## src/rtl/dm_arbiter_if.sv

```systemverilog
`default_nettype none
// ============================================================================
// Module      : dm_arbiter_if
// Description : Bus bundle between the CPU memory stage, an external master,
//               the data-memory arbiter and the single-port data memory.
//               slave  = arbiter side, master = requesters / memory side.
// Revision    : 1.0 - initial release
// ============================================================================
interface dm_arbiter_if #(
  parameter int AW = 16,
  parameter int DW = 16
);
  logic          cpu_re;
  logic          cpu_we;
  logic [AW-1:0] cpu_addr;
  logic [DW-1:0] cpu_wdata;
  logic [DW-1:0] cpu_rdata;
  logic          cpu_stall;
  logic          ext_req;
  logic          ext_we;
  logic [AW-1:0] ext_addr;
  logic [DW-1:0] ext_wdata;
  logic          ext_gnt;
  logic          ext_rvalid;
  logic [DW-1:0] ext_rdata;
  logic          mem_re;
  logic          mem_we;
  logic [AW-1:0] mem_addr;
  logic [DW-1:0] mem_wdata;
  logic [DW-1:0] mem_rdata;

  modport slave (
    input  cpu_re, cpu_we, cpu_addr, cpu_wdata,
    input  ext_req, ext_we, ext_addr, ext_wdata,
    input  mem_rdata,
    output cpu_rdata, cpu_stall,
    output ext_gnt, ext_rvalid, ext_rdata,
    output mem_re, mem_we, mem_addr, mem_wdata
  );

  modport master (
    output cpu_re, cpu_we, cpu_addr, cpu_wdata,
    output ext_req, ext_we, ext_addr, ext_wdata,
    output mem_rdata,
    input  cpu_rdata, cpu_stall,
    input  ext_gnt, ext_rvalid, ext_rdata,
    input  mem_re, mem_we, mem_addr, mem_wdata
  );
endinterface
`default_nettype wire

```

## src/rtl/dm_arbiter.sv

```systemverilog
`default_nettype none
// ============================================================================
// Module      : dm_arbiter
// Description : Shares the single-port data memory between the CPU memory
//               stage (priority) and an external master. An aging counter
//               forces a one-cycle ext slot (CPU stalled) after MAX_WAIT
//               consecutive blocked cycles.
//               Optional macro DM_ARB_STATS_EN adds saturating grant / stall
//               statistics counters.
// Revision    : 1.0 - initial release
// ============================================================================
module dm_arbiter #(
  parameter int AW       = 16,
  parameter int DW       = 16,
  parameter int MAX_WAIT = 8
) (
  input  wire logic        clk,
  input  wire logic        rst_n,
  dm_arbiter_if.slave      bus
`ifdef DM_ARB_STATS_EN
  ,
  output logic [15:0]      stat_ext_cnt,
  output logic [15:0]      stat_stall_cnt
`endif
);

  typedef enum logic [0:0] {
    CPU_OWN = 1'b0,
    FORCE   = 1'b1
  } state_t;

  // Last blocked cycle count before the forced slot is taken.
  localparam logic [7:0] c_wait_limit = 8'(MAX_WAIT - 1);

  state_t        state_q, state_d;
  logic [7:0]    wait_cnt_q, wait_cnt_d;
  logic          ext_rvalid_q, ext_rvalid_d;

  logic          w_cpu_act;
  logic          w_ext_gnt;
  logic          w_mem_re;
  logic          w_mem_we;
  logic [AW-1:0] w_mem_addr;
  logic [DW-1:0] w_mem_wdata;

  // Arbitration: memory mux, ext grant, aging counter and next state.
  always_comb begin
    w_cpu_act    = bus.cpu_re | bus.cpu_we;
    w_ext_gnt    = 1'b0;
    w_mem_re     = 1'b0;
    w_mem_we     = 1'b0;
    w_mem_addr   = bus.cpu_addr;
    w_mem_wdata  = bus.cpu_wdata;
    state_d      = CPU_OWN;
    wait_cnt_d   = 8'd0;

    unique case (state_q)
      CPU_OWN: begin
        if (w_cpu_act) begin
          w_mem_re = bus.cpu_re;
          w_mem_we = bus.cpu_we;
        end else if (bus.ext_req) begin
          w_ext_gnt   = 1'b1;
          w_mem_re    = ~bus.ext_we;
          w_mem_we    = bus.ext_we;
          w_mem_addr  = bus.ext_addr;
          w_mem_wdata = bus.ext_wdata;
        end
        // Only a request that is left waiting ages; anything else restarts.
        if (bus.ext_req && !w_ext_gnt) begin
          if (wait_cnt_q == c_wait_limit) begin
            state_d = FORCE;
          end else begin
            wait_cnt_d = wait_cnt_q + 8'd1;
          end
        end
      end
      FORCE: begin
        // CPU request is ignored; a withdrawn ext request just idles the slot.
        if (bus.ext_req) begin
          w_ext_gnt   = 1'b1;
          w_mem_re    = ~bus.ext_we;
          w_mem_we    = bus.ext_we;
          w_mem_addr  = bus.ext_addr;
          w_mem_wdata = bus.ext_wdata;
        end
      end
      default: begin
        state_d = CPU_OWN;
      end
    endcase

    ext_rvalid_d = w_ext_gnt & ~bus.ext_we;
  end

  // State, aging counter and ext read-valid registers.
  always_ff @(posedge clk or negedge rst_n) begin
    if (!rst_n) begin
      state_q      <= CPU_OWN;
      wait_cnt_q   <= 8'd0;
      ext_rvalid_q <= 1'b0;
    end else begin
      state_q      <= state_d;
      wait_cnt_q   <= wait_cnt_d;
      ext_rvalid_q <= ext_rvalid_d;
    end
  end

  // cpu_stall comes straight from the state flop, so ext_req never reaches it
  // combinationally.
  assign bus.cpu_stall  = (state_q == FORCE);
  assign bus.cpu_rdata  = bus.mem_rdata;
  assign bus.ext_rdata  = bus.mem_rdata;
  assign bus.ext_gnt    = w_ext_gnt;
  assign bus.ext_rvalid = ext_rvalid_q;
  assign bus.mem_re     = w_mem_re;
  assign bus.mem_we     = w_mem_we;
  assign bus.mem_addr   = w_mem_addr;
  assign bus.mem_wdata  = w_mem_wdata;

`ifdef DM_ARB_STATS_EN
  logic [15:0] stat_ext_cnt_q, stat_ext_cnt_d;
  logic [15:0] stat_stall_cnt_q, stat_stall_cnt_d;

  // Saturating counters of ext grants and stalled cycles.
  always_comb begin
    stat_ext_cnt_d   = stat_ext_cnt_q;
    stat_stall_cnt_d = stat_stall_cnt_q;
    if (w_ext_gnt && (stat_ext_cnt_q != 16'hFFFF)) begin
      stat_ext_cnt_d = stat_ext_cnt_q + 16'd1;
    end
    if ((state_q == FORCE) && (stat_stall_cnt_q != 16'hFFFF)) begin
      stat_stall_cnt_d = stat_stall_cnt_q + 16'd1;
    end
  end

  // Statistics registers.
  always_ff @(posedge clk or negedge rst_n) begin
    if (!rst_n) begin
      stat_ext_cnt_q   <= 16'd0;
      stat_stall_cnt_q <= 16'd0;
    end else begin
      stat_ext_cnt_q   <= stat_ext_cnt_d;
      stat_stall_cnt_q <= stat_stall_cnt_d;
    end
  end

  assign stat_ext_cnt   = stat_ext_cnt_q;
  assign stat_stall_cnt = stat_stall_cnt_q;
`endif

endmodule
`default_nettype wire

```

## src/flat_wrapper.sv

```systemverilog
// flat-port wrapper written by rule: the top's interface ports become plain ports
module dm_arbiter_flat 
#(
  parameter int AW       = 16,
  parameter int DW       = 16,
  parameter int MAX_WAIT = 8
)
  (clk, rst_n, bus_cpu_re, bus_cpu_we, bus_cpu_addr, bus_cpu_wdata, bus_ext_req, bus_ext_we, bus_ext_addr, bus_ext_wdata, bus_mem_rdata, bus_cpu_rdata, bus_cpu_stall, bus_ext_gnt, bus_ext_rvalid, bus_ext_rdata, bus_mem_re, bus_mem_we, bus_mem_addr, bus_mem_wdata);
  dm_arbiter_if #(.AW(AW), .DW(DW)) bus_i ();
  input  wire logic clk;
  input  wire logic rst_n;
  input wire logic [$bits(bus_i.cpu_re)-1:0] bus_cpu_re;
  input wire logic [$bits(bus_i.cpu_we)-1:0] bus_cpu_we;
  input wire logic [$bits(bus_i.cpu_addr)-1:0] bus_cpu_addr;
  input wire logic [$bits(bus_i.cpu_wdata)-1:0] bus_cpu_wdata;
  input wire logic [$bits(bus_i.ext_req)-1:0] bus_ext_req;
  input wire logic [$bits(bus_i.ext_we)-1:0] bus_ext_we;
  input wire logic [$bits(bus_i.ext_addr)-1:0] bus_ext_addr;
  input wire logic [$bits(bus_i.ext_wdata)-1:0] bus_ext_wdata;
  input wire logic [$bits(bus_i.mem_rdata)-1:0] bus_mem_rdata;
  output wire logic [$bits(bus_i.cpu_rdata)-1:0] bus_cpu_rdata;
  output wire logic [$bits(bus_i.cpu_stall)-1:0] bus_cpu_stall;
  output wire logic [$bits(bus_i.ext_gnt)-1:0] bus_ext_gnt;
  output wire logic [$bits(bus_i.ext_rvalid)-1:0] bus_ext_rvalid;
  output wire logic [$bits(bus_i.ext_rdata)-1:0] bus_ext_rdata;
  output wire logic [$bits(bus_i.mem_re)-1:0] bus_mem_re;
  output wire logic [$bits(bus_i.mem_we)-1:0] bus_mem_we;
  output wire logic [$bits(bus_i.mem_addr)-1:0] bus_mem_addr;
  output wire logic [$bits(bus_i.mem_wdata)-1:0] bus_mem_wdata;
  assign bus_i.cpu_re = bus_cpu_re;
  assign bus_i.cpu_we = bus_cpu_we;
  assign bus_i.cpu_addr = bus_cpu_addr;
  assign bus_i.cpu_wdata = bus_cpu_wdata;
  assign bus_i.ext_req = bus_ext_req;
  assign bus_i.ext_we = bus_ext_we;
  assign bus_i.ext_addr = bus_ext_addr;
  assign bus_i.ext_wdata = bus_ext_wdata;
  assign bus_i.mem_rdata = bus_mem_rdata;
  assign bus_cpu_rdata = bus_i.cpu_rdata;
  assign bus_cpu_stall = bus_i.cpu_stall;
  assign bus_ext_gnt = bus_i.ext_gnt;
  assign bus_ext_rvalid = bus_i.ext_rvalid;
  assign bus_ext_rdata = bus_i.ext_rdata;
  assign bus_mem_re = bus_i.mem_re;
  assign bus_mem_we = bus_i.mem_we;
  assign bus_mem_addr = bus_i.mem_addr;
  assign bus_mem_wdata = bus_i.mem_wdata;
  dm_arbiter #(.AW(AW), .DW(DW), .MAX_WAIT(MAX_WAIT)) u_core (.clk(clk), .rst_n(rst_n), .bus(bus_i));
endmodule
```

## config.mk

```make
export PLATFORM = sky130hd
export DESIGN_NAME = dm_arbiter_flat
export DESIGN_NICKNAME = d
export VERILOG_FILES = /design/src/rtl/dm_arbiter_if.sv /design/src/rtl/dm_arbiter.sv /design/src/flat_wrapper.sv
export SDC_FILE = /design/constraint.sdc
export NUM_CORES = 1
export LEC_CHECK = 0
export ABC_AREA = 1
export BUFFER_PORTS_ARGS = -buffer_cell sky130_fd_sc_hd__buf_4
export CAP_MARGIN = 20
export CORE_MARGIN = 2
export CORE_UTILIZATION = 30
export DETAILED_ROUTE_END_ITERATION = 8
export PLACE_DENSITY = 0.77
export SLEW_MARGIN = 20
export SYNTH_ARGS = -nofsm -noshare
export SYNTH_HDL_FRONTEND = slang
export SYNTH_SLANG_ARGS = --single-unit
```

## constraint.sdc

```tcl
create_clock -name clk -period 1.3 [get_ports clk]
set_input_delay 0.13 -clock clk [delete_from_list [all_inputs] [get_ports clk]]
set_output_delay 0.13 -clock clk [all_outputs]
set_load 0.01 [all_outputs]
```

# Yosys cells after proc, flatten, opt, wreduce, memory -nomap -nowiden
# Index checks and enable logic that the tools add are counted.
[classes]
n_addsub = 1
n_bitwise = 4
muxes = 22
n_reduce_logical = 2
eq_ne = 1
[ops]
columns = ["operator", "count"]
rows = [
  ["$mux W16", 4],
  ["$pmux W16 S2", 2],
  ["$mux W8", 3],
  ["$mux W1", 10],
  ["$add A8 B1 Y8 const B", 1],
  ["$eq A8 B3 Y1 const B", 1],
  ["$pmux W1 S2", 3],
  ["$not A1 Y1", 2],
  ["$and A1 B1 Y1", 1],
  ["$logic_and A1 B1 Y1", 1],
  ["$logic_not A1 Y1", 1],
  ["$or A1 B1 Y1", 1],
]
[word_totals]
word_cells = 33
output_inout_bits = 69
reg_bits = 10
inputBits = 86

# Longest topological paths before layout
[depth]
word_depth = 7
ltp_mapped = 7
ltp_nobuf = 7

# Worst setup path before layout
# OpenSTA, ideal clock, no wires.
[synth_path]
path_kind = "register -> output"
startpoint = "register u_core.state_q (netlist: u_core.bus.cpu_stall)"
endpoint = "output port bus_mem_wdata[10]"
slack_ns = 0.167
t_required_ns = 1.170
t_arrival_ns = 1.003
n_path_buf = 1
stages_incl_launch_ff = 8
cell_sequence = "dfrtp_1 inv_2 o21ai_2 nand2_4 inv_4 buf_6 nand2_1 nand2_1"
[synth_between]
elab_chain_cells = 2
[synth_lines]
columns = ["item", "line", "rtl"]
rows = [
  ["from (decl)", "dm_arbiter.sv:35", "state_t state_q, state_d;"],
  ["from (signal assigned)", "dm_arbiter.sv:103", "state_q <= state_d;"],
  ["$not A1 Y1", "--", ""],
  ["$pmux W16 S2 (*)", "dm_arbiter.sv:57", "unique case (state_q)"],
  ["to (decl)", "flat_wrapper.sv:29", "output wire logic [$bits(bus_i.mem_wdata)-1:0] bus_mem_wdata;"],
]
# Every way passes the cells marked *; elsewhere a longest branch is shown, timed or not.

# Final worst setup path
[layout_path]
startpoint = "register u_core.state_q (netlist: u_core.bus.cpu_stall)"
endpoint = "output port bus_mem_addr[4]"
[layout_between]
elab_chain_cells = 2
[layout_lines]
columns = ["item", "line", "rtl"]
rows = [
  ["$not A1 Y1", "--", ""],
  ["$pmux W16 S2 (*)", "dm_arbiter.sv:57", ""],
  ["to (decl)", "flat_wrapper.sv:28", "output wire logic [$bits(bus_i.mem_addr)-1:0] bus_mem_addr;"],
]
# Marks and branches as above.

==> reports/metrics.cfg <==
[status]
status=complete, but fails checks
violations=negative setup slack

[detailed_routing]
num_vias=1445
wire_per_inst_um=12.7
first_pass_iters=4
vias_per_cell=4.33
ant_nets=0
drt_wl_total_um=4230
drc=0
drtIter0Drc=51

[placement]
io_buffers=106
post-dp-hpwl_um=3060
dpl.cell_count=325
gp_congestion=0.763

[floorplan]
pin_count=155
rows=22
core_area_um2=3740
die-area_um2=4480
die_height_um=66.9
die_w_um=66.9
start_util_pct=31.7

[logic_synthesis]
async_flop_share_pct=100
synthesis.area_um2=1190
synth_edf_count=0
synth_nets=294
synth_seq_cells=10
synth_flop_cell=dfrtp_1
synth_cell_types=19
ys_seq_area_share_pct=21.1
yosysTopAreaCellShare_pct=35.1
synth_area_per_cell_um2=5.76
synth_commonest_cells=nand2_1 (111), buf_4 (32), nor2_1 (16), inv_1 (12), dfrtp_1 (10)
synth_top_cell_by_area=nand2_1
synthCells=206
synth_area_leaders=nand2_1 (35%), dfrtp_1 (21%), buf_4 (20%)
yosys_warnings=0
post-synth-top-count-cell=nand2_1

[pwr]
powerDensity_nw_per_um2=634
combPwrFrac_pct=41.1
ir_worst_vdd_mv=0.887
p_sw_w=0.000351
p_seq_share_pct=26.4
intPower_w=0.000877
p_clk_share_pct=32.5
netSwitchingFraction_pct=28.6
p_leak_nw=1.18

[sta]
worst_pin_slew_ns=0.241
hold_viol=0
setup-tns-final_ns=-4.53
slew_viol_final=0
final.min_clock_period_ns=1.47
slew-limit-headroom_pct=83.9
setup_viol=34
finalClockSkew_ns=0.00528
fin_crit_sh_pct=113
fin_ws_ns=-0.166
rsz0062_at_grt=yes
fmax_mhz=682
hold_ws_ns=0.0823

[critical_path]
worstPathMaxFanout=33
start_kind=register
cp.required_ns=1.17
cp.arrival_ns=1.34
reg2reg_depth=8
endpoint_kind=primary output
critPathKind=register to primary output

[finish]
syn_to_final_growth_pct=63.0
drive_above_1_share_pct=43.0
final_cell_count_no_fill=334
antennaDiodeCount=0
fin_nets=375

[clock_tree]
cts_sinks=10
clk_latency_ns=0.24
cts.path.max_buffers=2
cts_root_buf=clkbuf_8
h-tree-depth=1
cts_tree=done
numCtsBuffers=3
clkTransAtPathRegs_ns=0.05

[min_path]
hold_class=input pin to register
hold_depth=2

[global_routing]
grt_pass1_vias=1227
grt_first_pass_wirelength_um=5930
antenna_found_initial=0
gr-total-overflow=0
grt.total_usage_pct=17.8
grt_max_degree=34

[flow_run]
cap_violations=0

cell usage in the layout, fill, tap and decap left out:
cell and count:
inv_6 1, inv_16 1, inv_2 1, buf_4 107
o31ai_2 1, dfrtp_1 10, nand2_4 1, buf_6 2
ha_1 2, nor2_1 16, inv_1 12, o21ai_2 1
dlygate4sd3_1 1, nand2_1 110, nand3_1 5, xor2_1 1
o21ai_1 1, nor3_1 1, clkbuf_8 4, nand2_2 1
buf_12 2, a21oi_1 1, o21ai_0 3, inv_12 1
power groups by stage:
stage / Sequential (W) / Combinational [W] / Clock [W]
after floorplan: 0.000329 / 0.000266 / 0
after global placement: 0.000328 / 0.000475 / 0
after detailed placement: 0.000328 / 0.000478 / 0
after CTS: 0.000323 / 0.000505 / 0.000404
after global routing: 0.000324 / 0.000554 / 0.000428
final: 0.000324 / 0.000505 / 0.000399
cell type report:
type                       count  area [um2]
fill                         381        1810
timing repair buffer         112         876
multi-input combinational    144         601
sequential                    10         250
inverter                      14        65.1
tap                           48        60.1
clock buffer                   4        55.1
timing repair inverter         2        28.8
routing by layer:
metal | routed length, um | global-route usage [%]
met3 | 480 | 5.91
met1 | 1630 | 21.7
met2 | 2100 | 30.4
met4 | 16 | 3.57
met5 | 0 | 0
flip-flops by register name, summed over array words and instances (netlist names):
register and flops:
u_core.bus.cpu_stall 1, u_core.bus.ext_rvalid 1, u_core.wait_cnt_q 8
timing repair:
item,CTS,global route
hold endpoints to repair,10,0
setup endpoints to repair,35,41
buffers inserted,3,0
resized for setup,7,3
cloned,2,0
pin swaps,1,1
hold buffers,1,0
worst max-delay path, cell delays in order, from the launching register on:
cell and delay (ns):
dfrtp_1 0.38, inv_2 0.07, o21ai_2 0.07, nand2_4 0.10, buf_12 0.18, nand2_1 0.10
nand2_1 0.08, buf_4 0.11
through the flow:
step	worst slack, ns	util (%)	power (W)	instance area [um2]
finish	-0.166	51.7	0.00123	1940
global route	-0.249	51.7	0.00131	1940
CTS	-0.165	51.4	0.00123	1920
detailed placement	0.0326	47.8	0.000806	1790
global placement	0.0484	47.8	0.000803	1790
floorplan	0.167	-	0.000595	1190
path summary, 6_finish.rpt:
path	start	endpoint	slack [ns]
max	u_core.bus.cpu_stall	bus_mem_addr[4]	-0.17
min	bus_ext_we	u_core.bus.ext_rvalid	0.08
max reg2reg	u_core.wait_cnt_q[0]	u_core.wait_cnt_q[6]	0.10
min reg2reg	u_core.wait_cnt_q[7]	u_core.wait_cnt_q[7]	0.54
max in group asynchronous	rst_n	u_core.bus.ext_rvalid	0.86
min in group asynchronous	rst_n	u_core.wait_cnt_q[4]	0.29
logic make-up after synthesis:
logic type	after synthesis	share of synthesized area, %
buffers and inverters	52	29.0
AOI/OAI and AO/OA	7	3.48
DFF	10	21.1
xor gates and xnor gates	1	0.738
adders and majority gates	2	2.11
and+or+nand+nor	134	43.6
(Power assumes the default switching activity.)
